### config.mk
export PLATFORM = sky130hd
export DESIGN_NAME = jk_bank_driver
export DESIGN_NICKNAME = d
export VERILOG_FILES = /design/src/rtl/jk_pkg.sv /design/src/rtl/jk_bank_driver.sv
export SDC_FILE = /design/constraint.sdc
export NUM_CORES = 1
export LEC_CHECK = 0
export ABC_AREA = 1
export BUFFER_PORTS_ARGS = -buffer_cell sky130_fd_sc_hd__buf_2
export CORE_MARGIN = 2
export CORE_UTILIZATION = 50
export CTS_CLUSTER_DIAMETER = 150
export DETAILED_ROUTE_END_ITERATION = 8
export PLACE_DENSITY_LB_ADDON = 0.3
export SLEW_MARGIN = 10
export SYNTH_ARGS = -nofsm -noshare
export SYNTH_HDL_FRONTEND = slang
export SYNTH_SLANG_ARGS = --single-unit
### constraint.sdc
create_clock -name clk -period 2.8 [get_ports clk]
set_input_delay 0.84 -clock clk [delete_from_list [all_inputs] [get_ports clk]]
set_output_delay 0.84 -clock clk [all_outputs]
set_load 0.01 [all_outputs]
### src/rtl/jk_pkg.sv
// Shared types and helpers for the JK bank write controller and its bank model.
package jk_pkg;

  typedef enum logic [1:0] {
    IDLE   = 2'd0,
    DRIVE  = 2'd1,
    SETTLE = 2'd2,
    CHECK  = 2'd3
  } jk_state_t;

  localparam logic MODE_LOAD  = 1'b0;
  localparam logic MODE_COUNT = 1'b1;

  // Excitation for one bit moving from q to t; don't-cares resolve to 0 so
  // unchanged bits always see J=K=0.
  function automatic logic [1:0] jk_excite(input logic q, input logic t);
    return {~q & t, q & ~t};
  endfunction

endpackage

### src/rtl/jk_bank_driver.sv
// Write-side controller for an external JK bank: reaches a target word by a
// single load step or by repeated increments, then verifies it via q_fb.
module jk_bank_driver
  import jk_pkg::*;
#(
  parameter int N         = 4,
  parameter int MAX_STEPS = 2**N
) (
  input  logic         clk,
  input  logic         rst,
  input  logic         req_valid,
  output logic         req_ready,
  input  logic [N-1:0] req_target,
  input  logic         req_mode,
  input  logic [N-1:0] q_fb,
  output logic [N-1:0] j_o,
  output logic [N-1:0] k_o,
  output logic         busy,
  output logic         done,
  output logic         err
);

  localparam int SW = $clog2(MAX_STEPS) + 1;

  jk_state_t      state_q, state_d;
  logic [N-1:0]   target_q, target_d;
  logic           mode_q, mode_d;
  logic [SW-1:0]  steps_q, steps_d;
  logic [N-1:0]   j_d, k_d;
  logic           done_d, err_d;
  logic [N-1:0]   load_j, load_k;
  logic [N-1:0]   q_inc, toggle_m;

  assign req_ready = (state_q == IDLE);
  assign busy      = (state_q != IDLE);

  // Bits that flip when the bank advances by one, including the wrap to zero.
  assign q_inc    = q_fb + N'(1);
  assign toggle_m = q_fb ^ q_inc;

  always_comb begin
    load_j = '0;
    load_k = '0;
    for (int i = 0; i < N; i++) begin
      {load_j[i], load_k[i]} = jk_excite(q_fb[i], req_target[i]);
    end
  end

  always_ff @(posedge clk or posedge rst) begin
    if (rst) begin
      state_q  <= IDLE;
      target_q <= '0;
      mode_q   <= MODE_LOAD;
      steps_q  <= '0;
      j_o      <= '0;
      k_o      <= '0;
      done     <= 1'b0;
      err      <= 1'b0;
    end else begin
      state_q  <= state_d;
      target_q <= target_d;
      mode_q   <= mode_d;
      steps_q  <= steps_d;
      j_o      <= j_d;
      k_o      <= k_d;
      done     <= done_d;
      err      <= err_d;
    end
  end

  // J/K are only non-zero for the single cycle spent in DRIVE.
  always_comb begin
    state_d  = state_q;
    target_d = target_q;
    mode_d   = mode_q;
    steps_d  = steps_q;
    j_d      = '0;
    k_d      = '0;
    done_d   = 1'b0;
    err_d    = 1'b0;
    case (state_q)
      IDLE: begin
        if (req_valid) begin
          target_d = req_target;
          mode_d   = req_mode;
          steps_d  = '0;
          if (req_mode == MODE_COUNT && q_fb == req_target) begin
            state_d = CHECK;
          end else begin
            state_d = DRIVE;
            if (req_mode == MODE_COUNT) begin
              j_d = toggle_m;
              k_d = toggle_m;
            end else begin
              j_d = load_j;
              k_d = load_k;
            end
          end
        end
      end
      DRIVE:  state_d = SETTLE;
      SETTLE: state_d = CHECK;
      CHECK: begin
        if (q_fb == target_q) begin
          done_d  = 1'b1;
          state_d = IDLE;
        end else if (mode_q == MODE_LOAD || steps_q == SW'(MAX_STEPS)) begin
          err_d   = 1'b1;
          state_d = IDLE;
        end else begin
          steps_d = steps_q + SW'(1);
          j_d     = toggle_m;
          k_d     = toggle_m;
          state_d = DRIVE;
        end
      end
      default: state_d = IDLE;
    endcase
  end

endmodule
==> qor.yml, run 1 <==
finish:
  final_core_util_pct: 57.71
  drive_gt1_share_pct: 23.47
  nNetsFinal: 223
  antenna_cells: 0
  area_growth_pct: 11.72
pwr:
  power.net_switching_uw: 522.9
  p_int_uw: 664.8
  p_leak_uw: 0.0008526
  power_frac_comb_pct: 49.5
  seqPwrFrac_pct: 38.6
  swShare_pct: 44.03
  power_density_mw_per_mm2: 766.2
  ir_worst_vdd_uv: 645.7
  clock_power_share_pct: 12.0
synth:
  synth.distinct_cells: 22
  ys_seq_area_share_pct: 39.68
  ys_ff_latch: 22
  synthTopCellsByArea: "dfrtp_1 (40%), ha_1 (12%), nand2_1 (9.5%)"
  synth-edff-count: 0
  synth_top_area_share_pct: 39.68
  synth_area_leader_cell: "dfrtp_1"
  synth_area_mm2: 0.001388
  syn-num-nets: 198
  ys.warnings.count: 0
  ys.flop_type: "dfrtp_1"
  syn_inst: 173
  yosysMostFrequentCell: "nand2_1"
  avgSynthCellArea_um2: 8.021
  async_flop_share_pct: 100.0
  yosys-top-cells-count: "nand2_1 (35), inv_1 (24), dfrtp_1 (22)"
worst_setup_path:
  cp.required_ps: 1960
  crit_cells: 4
  cp_slowest_cell: "dfrtp_1"
  r2r-end: "k_o[0]$_DFF_PP0_"
  r2r_cells: 6
  worst-setup-path-type: "flop to output pin"
  worstSetupEndpointType: "output pin"
  critPathLaunch: "state_q[0]$_DFFE_PP0P_"
  cpPeakStageDelay_ps: 430
  crit_path_cell_trace: "inv_1, ha_1, inv_1, buf_2"
  endpoint: "busy"
  cp_common_cell: "inv_1"
  path_buf_inv: 3
  critical_path.top_delay_family: "flip-flops"
  r2r_setup_slack_ps: 1070
  critPathMaxFanout: 5
  crit_arrival_ps: 1280
  worst_setup_path_start_kind: "flop"
  reg2reg_from: "state_q[0]$_DFFE_PP0P_"
clock_network:
  ctsHoldBuffers: 0
  tritoncts: "yes"
  clk_latency_ps: 300
  root_buffer: "clkbuf_4"
  clock-sinks: 22
  clk_transition_reported_paths_ps: 120
  post_cts_buffers: 0
  cts-buffers-inserted: 3
  cts_resized: 0
  cts_max_level: 1
  cts_buffer_depth: 2
floorplan:
  initial_utilization_pct: 51.65
  top_level_ports: 24
  coreArea_mm2: 0.002686
  num_rows: 19
  dieHeight_um: 56.68
  dieArea_mm2: 0.003213
  die_w_um: 56.68
global_route:
  grt_max_degree: 23
  gr-usage-met2_pct: 32.23
  antenna_found_initial: 0
  grt_busiest_layer: "met2"
  grt_use_met3_pct: 2.535
  grt_usage_pct: 18.38
  grt_overflow: 0
  grt_pass1_vias: 1151
  grt_pass1_wl_um: 4761
  grt_util_met1_pct: 22.03
routing:
  wl_um: 2656
  drt_first_pass_iters: 4
  vias_per_cell: 5.132
  route.detailed.drc: 0
  drt_iter0_markers: 47
  num_vias: 1165
  ant_nets: 0
  post_drt_wl_per_cell_um: 11.70
outcome:
  status: "completed"
timing:
  hold_viol: 0
  tns_ps: 0
  rsz0062_at_grt: "no"
  finalCriticalPeriod_ps: 2124
  slew_headroom_pct: 43.01
  fmax_ghz: 0.4708
  min_period_over_period_pct: 75.86
  clock_skew_ps: 3.600
  setup_viol: 0
  worst_pin_slew_ps: 853.9
  slew_violations: 0
flow_run:
  maxCapViolCount: 0
placement:
  io_buffers: 23
  dp_hpwl_um: 2104
  gp_congestion: 0.8144
worst_hold_path:
  hold_path.class: "flop to flop"
## power groups by stage
stage / logic, µW / clock network [µW] / registers, µW
after floorplan: 432 / 0 / 472
after global placement: 573 / 0 / 461
after detailed placement: 588 / 0 / 465
after CTS: 592 / 144 / 458
after global routing: 666 / 157 / 468
final: 587 / 142 / 458
## cell type report
class / instances / area [µm²]
fill: 250 / 1136
multi-input combinational: 121 / 721.9
sequential: 22 / 550.5
timing repair buffer: 23 / 115.1
inverter: 27 / 101.3
tap: 31 / 38.79
clock buffer: 3 / 22.52
## cell families (layout without fill, tap and decap cells)
family	Yosys count	count (layout)	share of synthesized area, %
buffers and inverters	30	53	8.296
DFF	22	22	39.68
and+or+nand+nor	85	85	30.03
adders and majority gates	13	13	11.72
xor gates and xnor gates	3	3	1.894
AOI/OAI and AO/OA	20	20	8.386
## metrics by stage
stage | setup slack (ps) | total power [µW] | cells | area (µm²) | hold WS [ps]
finish | 676.0 | 1188 | 227 | 1550 | 535.4
global route | 585.1 | 1291 | 227 | 1550 | 572.2
CTS | 668.9 | 1194 | 227 | 1550 | 531.8
detailed placement | 739.8 | 1053 | 224 | 1528 | 503.6
global placement | 787.4 | 1033 | 224 | 1528 | 495.6
floorplan | 1029 | 904.5 | 173 | 1388 | 474.6
## placed cells by master (no fill, tap or decap)
cell | Yosys | final
nor2_4 | 2 | 2
ha_1 | 13 | 13
or2_2 | 5 | 5
a21oi_1 | 11 | 11
inv_2 | 3 | 3
xor2_1 | 1 | 1
nand2_4 | 2 | 2
nand3_4 | 1 | 1
buf_2 | 2 | 23
nand3_1 | 17 | 17
nor2_1 | 15 | 15
clkbuf_4 | 0 | 3
nand2_2 | 4 | 4
a21boi_4 | 1 | 1
inv_1 | 24 | 24
dfrtp_1 | 22 | 22
xnor2_1 | 2 | 2
nand4_1 | 2 | 2
nor2_2 | 2 | 2
o211ai_1 | 1 | 1
nand2_1 | 35 | 35
o21ai_0 | 7 | 7
## worst min-delay path by stage
stage,startpoint,endpoint,slack [ps],cells after the start
floorplan,target_q[0]$_DFFE_PP0P_,target_q[0]$_DFFE_PP0P_,470,2
global placement,target_q[0]$_DFFE_PP0P_,target_q[0]$_DFFE_PP0P_,500,2
detailed placement,target_q[0]$_DFFE_PP0P_,target_q[0]$_DFFE_PP0P_,500,2
CTS,target_q[0]$_DFFE_PP0P_,target_q[0]$_DFFE_PP0P_,530,2
global route,target_q[2]$_DFFE_PP0P_,target_q[2]$_DFFE_PP0P_,570,2
finish,target_q[0]$_DFFE_PP0P_,target_q[0]$_DFFE_PP0P_,540,2
## routing by layer
metal / vias to the layer above / part of all wire [%]
li1: 591 / -
met1: 540 / 43
met2: 26 / 52
met3: 8 / 3.5
met4: 0 / 1.8
met5: - / 0
## flip-flops by register name, summed over array words and instances (netlist names)
| register | count |
|---|---|
| done | 1 |
| mode_q | 1 |
| j_o | 4 |
| steps_q | 5 |
| err | 1 |
| state_q | 2 |
| target_q | 4 |
| k_o | 4 |
## tightest hold or removal path, stage by stage, from the launching register on
cell and delay (ps):
dfrtp_1 390, nand2_1 60, o21ai_0 60
No activity file was read; power rests on OpenSTA's default activity.
==> run 2, diff against run 1 <==
Settings changed: ABC_AREA 1 to 0.
Clock period 2.8 ns to 2.2 ns, I/O delays scaled along.
==> qor.yml, run 2 <==
timing:
  rsz0062_at_grt: "no"
  clock_skew_ps: 12.63
  fmax_ghz: 0.5052
  worst_pin_slew_ps: 399.0
  tns_ps: 0
  slew_violations: 0
  min_period_over_period_pct: 89.98
  setup_viol: 0
  slew_headroom_pct: 73.30
  finalCriticalPeriod_ps: 1980
  hold_viol: 0
worst_hold_path:
  hold_path.class: "input port to async pin"
outcome:
  status: "completed"
floorplan:
  top_level_ports: 24
  dieArea_mm2: 0.002981
  die_w_um: 54.60
  dieHeight_um: 54.60
  initial_utilization_pct: 52.14
  coreArea_mm2: 0.002455
  num_rows: 18
routing:
  vias_per_cell: 5.253
  route.detailed.drc: 0
  wl_um: 2423
  ant_nets: 0
  drt_iter0_markers: 20
  drt_first_pass_iters: 4
  post_drt_wl_per_cell_um: 13.03
  num_vias: 977
synth:
  synth-edff-count: 0
  synth_compound_area_share_pct: 12.71
  syn_inst: 129
  synth_area_mm2: 0.001280
  ys.warnings.count: 0
  avgSynthCellArea_um2: 9.922
  yosys-top-cells-count: "dfrtp_1 (22), inv_1 (17), nand2_1 (15)"
  synth_xor_xnor_area_share_pct: 4.008
  ys_ff_latch: 22
  synth_fa_ha_area_share_pct: 12.71
  synth-simple-area-share_pct: 18.67
  synthMuxAreaShare_pct: 2.444
  async_flop_share_pct: 100.0
  synth_area_leader_cell: "dfrtp_1"
  synth_top_family_by_area: "simple AND/OR/NAND/NOR gates"
  synth_top_area_share_pct: 43.01
  synthTopCellsByArea: "dfrtp_1 (43%), ha_1 (13%), inv_1 (5.0%)"
  ys.flop_type: "dfrtp_1"
  syn-num-nets: 154
  ys_seq_area_share_pct: 43.01
  yosysMostFrequentCell: "dfrtp_1"
  synth.distinct_cells: 32
worst_setup_path:
  crit_arrival_ps: 1320
  worst_setup_path_start_kind: "flop"
  critPathMaxFanout: 5
  r2r_cells: 6
  r2r_setup_slack_ps: 440
  r2r-end: "k_o[1]$_DFF_PP0_"
  worstSetupEndpointType: "output pin"
  reg2reg_from: "state_q[0]$_DFFE_PP0P_"
  cp.required_ps: 1540
  worst-setup-path-type: "flop to output pin"
pwr:
  power_density_mw_per_mm2: 1065
  total_power_uw: 1569
  ir_worst_vdd_uv: 864.7
  p_leak_uw: 0.0007644
flow_run:
  maxCapViolCount: 0
finish:
  mostFrequentLayoutCells: "buf_2 (23), dfrtp_1 (22), inv_1 (17)"
  final_core_util_pct: 59.99
  largest_reg_flops: 5
  fin_area_mm2: 0.001473
  area_growth_pct: 15.05
  final_common_cell: "buf_2"
  regMostFlops: "steps_q"
  nNetsFinal: 182
  antenna_cells: 0
  drive_gt1_share_pct: 23.08
placement:
  io_buffers: 23
  dp_hpwl_um: 1881
  dpl_cell_area_mm2: 0.001436
  gp_congestion: 0.8252
clock_network:
  cts_resized: 0
  post_cts_buffers: 0
  ctsHoldBuffers: 0
  tritoncts: "yes"
  clk_latency_ps: 310
  cts_buffer_depth: 2
  clock-sinks: 22
  cts_max_level: 1
  root_buffer: "clkbuf_4"
  clk_transition_reported_paths_ps: 130
  cts-buffers-inserted: 3
global_route:
  antenna_found_initial: 0
  grt_max_degree: 23
  grt_pass1_wl_um: 4146
  grt_overflow: 0
  grt_usage_pct: 19.42
  grt_pass1_vias: 968
run 2: worst max-delay path by stage:
stage,startpoint,end,slack (ps),depth (start not counted)
global route,state_q[0]$_DFFE_PP0P_,busy,170,4
floorplan,req_target[2],j_o[1]$_DFF_PP0_,430,6
global placement,req_target[0],k_o[1]$_DFF_PP0_,270,7
detailed placement,req_target[0],k_o[1]$_DFF_PP0_,210,7
finish,state_q[0]$_DFFE_PP0P_,busy,220,4
CTS,state_q[0]$_DFFE_PP0P_,busy,240,4
run 2: layout make-up:
cell class	instances	area, µm²
fill	215	982.2
inverter	17	63.81
tap	30	37.54
clock buffer	4	36.28
sequential	22	550.5
timing repair buffer	26	137.6
multi-input combinational	87	646.9
run 2: worst max-delay path: stages (launching register included):
cell	delay (ps)
dfrtp_1	440
inv_1	60
ha_1	240
inv_1	120
buf_2	140
run 2: power breakdown:
group / switching, µW / internal, µW / total (µW)
registers: 70.3 / 521 / 591
clock network: 124 / 101 / 225
logic: 471 / 282 / 753
run 2: logic make-up after synthesis:
group | Yosys count
xor+xnor | 5
compound gates | 25
buf+inv | 20
fa+ha+maj | 13
mux | 3
simple gates | 41
flops | 22
run 2: routing by layer:
layer / track usage [%] / vias up / share of wire, %
met4: 7.500 / 0 / 0.83
met2: 33.13 / 21 / 51
met1: 24.83 / 462 / 45
li1: - / 492 / -
met5: 0 / - / 0
met3: 2.459 / 2 / 3.3
run 2: per-stage QoR:
step	setup slack (ps)	instances	hold WS (ps)
floorplan	425.3	129	455.2
global placement	268.5	182	471.3
detailed placement	207.8	182	488.2
CTS	240.7	186	366.1
global route	173.0	186	385.5
finish	220.5	186	355.2
==> run 3, diff against run 2 <==
Settings changed: PLACE_DENSITY_LB_ADDON 0.3 to 0.12.
==> qor.yml, run 3 (same netlist as run 2, synthesis figures left out) <==
outcome:
  status: "completed"
worst_setup_path:
  r2r_setup_slack_ps: 460
  crit_path_cell_trace: "inv_1, ha_1, inv_1, buf_2"
  cp.required_ps: 1540
  cp_common_cell: "inv_1"
  critical_path.top_delay_family: "flip-flops"
  cp_slowest_cell: "dfrtp_1"
  path_buf_inv: 3
  r2r_cells: 6
  r2r-end: "k_o[1]$_DFF_PP0_"
  cpPeakStageDelay_ps: 420
  crit_cells: 4
  reg2reg_from: "state_q[0]$_DFFE_PP0P_"
  worstSetupEndpointType: "output pin"
  critPathMaxFanout: 5
  worst_setup_path_start_kind: "flop"
  worst-setup-path-type: "flop to output pin"
  crit_arrival_ps: 1300
clock_network:
  ctsHoldBuffers: 0
  clk_transition_reported_paths_ps: 130
  root_buffer: "clkbuf_4"
  cts-buffers-inserted: 3
  post_cts_buffers: 0
  tritoncts: "yes"
  cts_max_level: 1
  clock-sinks: 22
  cts_buffer_depth: 2
  clk_latency_ps: 310
  cts_resized: 0
routing:
  drt_iter0_markers: 13
  wl_um: 2398
  ant_nets: 0
  route.detailed.drc: 0
  vias_per_cell: 5.276
  drt_first_pass_iters: 4
  num_vias: 976
  post_drt_wl_per_cell_um: 12.96
pwr:
  p_leak_uw: 0.0007572
  power_density_mw_per_mm2: 1049
  total_power_uw: 1531
  ir_worst_vdd_uv: 922.5
timing:
  min_period_over_period_pct: 88.90
  rsz0062_at_grt: "no"
  slew_violations: 0
  setup_viol: 0
  fin_ws_ps: 244.2
  worst_pin_slew_ps: 412.2
  fmax_ghz: 0.5113
  finalCriticalPeriod_ps: 1956
  clock_skew_ps: 7.387
  slew_headroom_pct: 72.42
  hold_viol: 0
  tns_ps: 0
finish:
  regMostFlops: "steps_q"
  mostFrequentLayoutCells: "buf_2 (23), dfrtp_1 (22), inv_1 (17)"
  nNetsFinal: 182
  fin_area_mm2: 0.001459
  final_common_cell: "buf_2"
  drive_gt1_share_pct: 22.58
  n_fill_cell: 215
  largest_reg_flops: 5
  final_core_util_pct: 59.43
  antenna_cells: 0
  area_growth_pct: 13.98
global_route:
  grt_usage_pct: 18.96
  grt_busiest_layer: "met2"
  gr-usage-met2_pct: 31.15
  antenna_found_initial: 0
  grt_max_degree: 23
  grt_overflow: 0
  grt_util_met1_pct: 24.61
  grt_pass1_wl_um: 4043
  grt_use_met3_pct: 3.005
  grt_pass1_vias: 936
placement:
  gp_congestion: 0.7860
  dpl_worst_slack_ps: 195.1
  io_buffers: 23
  dpl_cell_area_mm2: 0.001436
  dp_hpwl_um: 1845
flow_run:
  maxCapViolCount: 0
worst_hold_path:
  hold_path.class: "input port to async pin"
floorplan:
  dieHeight_um: 54.60
  initial_utilization_pct: 52.14
  num_rows: 18
  die_w_um: 54.60
  coreArea_mm2: 0.002455
  dieArea_mm2: 0.002981
  top_level_ports: 24
run 3: layout make-up:
cell class	instances	area (µm²)	share of cell area [%]
Inverter	17	63.81	4.374
Multi-Input combinational cell	87	646.9	44.34
Tap cell	30	37.54	2.573
Timing Repair Buffer	26	137.6	9.434
Sequential cell	22	550.5	37.74
Clock buffer	3	22.52	1.544
run 3: power breakdown:
| group | total [µW] | internal (µW) | switching, µW |
|---|---|---|---|
| Sequential | 586 | 520 | 65.4 |
| Combinational | 758 | 282 | 476 |
| Clock | 187 | 63.9 | 123 |
run 3: worst max-delay path by stage:
stage,from,to,slack (ps)
after floorplan,req_target[2],j_o[1]$_DFF_PP0_,430
after global placement,q_fb[0],k_o[1]$_DFF_PP0_,260
after detailed placement,req_target[0],k_o[2]$_DFF_PP0_,200
after CTS,state_q[0]$_DFFE_PP0P_,busy,250
after global routing,state_q[1]$_DFFE_PP0P_,busy,130
final,state_q[0]$_DFFE_PP0P_,busy,240
run 3: layer usage:
metal / vias up / share of wire, %
li1: 490 / -
met1: 457 / 47
met2: 25 / 47
met3: 4 / 3.9
met4: 0 / 1.3
met5: - / 0
run 3: tightest hold or removal path, delay by kind of cell:
kind     cells  cell delay [ps]
buf+inv      3              410
run 3: metrics by stage:
step                      hold slack (ps)  cells
after CTS                           365.4    185
after floorplan                     455.2    129
after detailed placement            488.9    182
after global placement              485.1    182
after global routing                381.7    185
final                               357.8    185
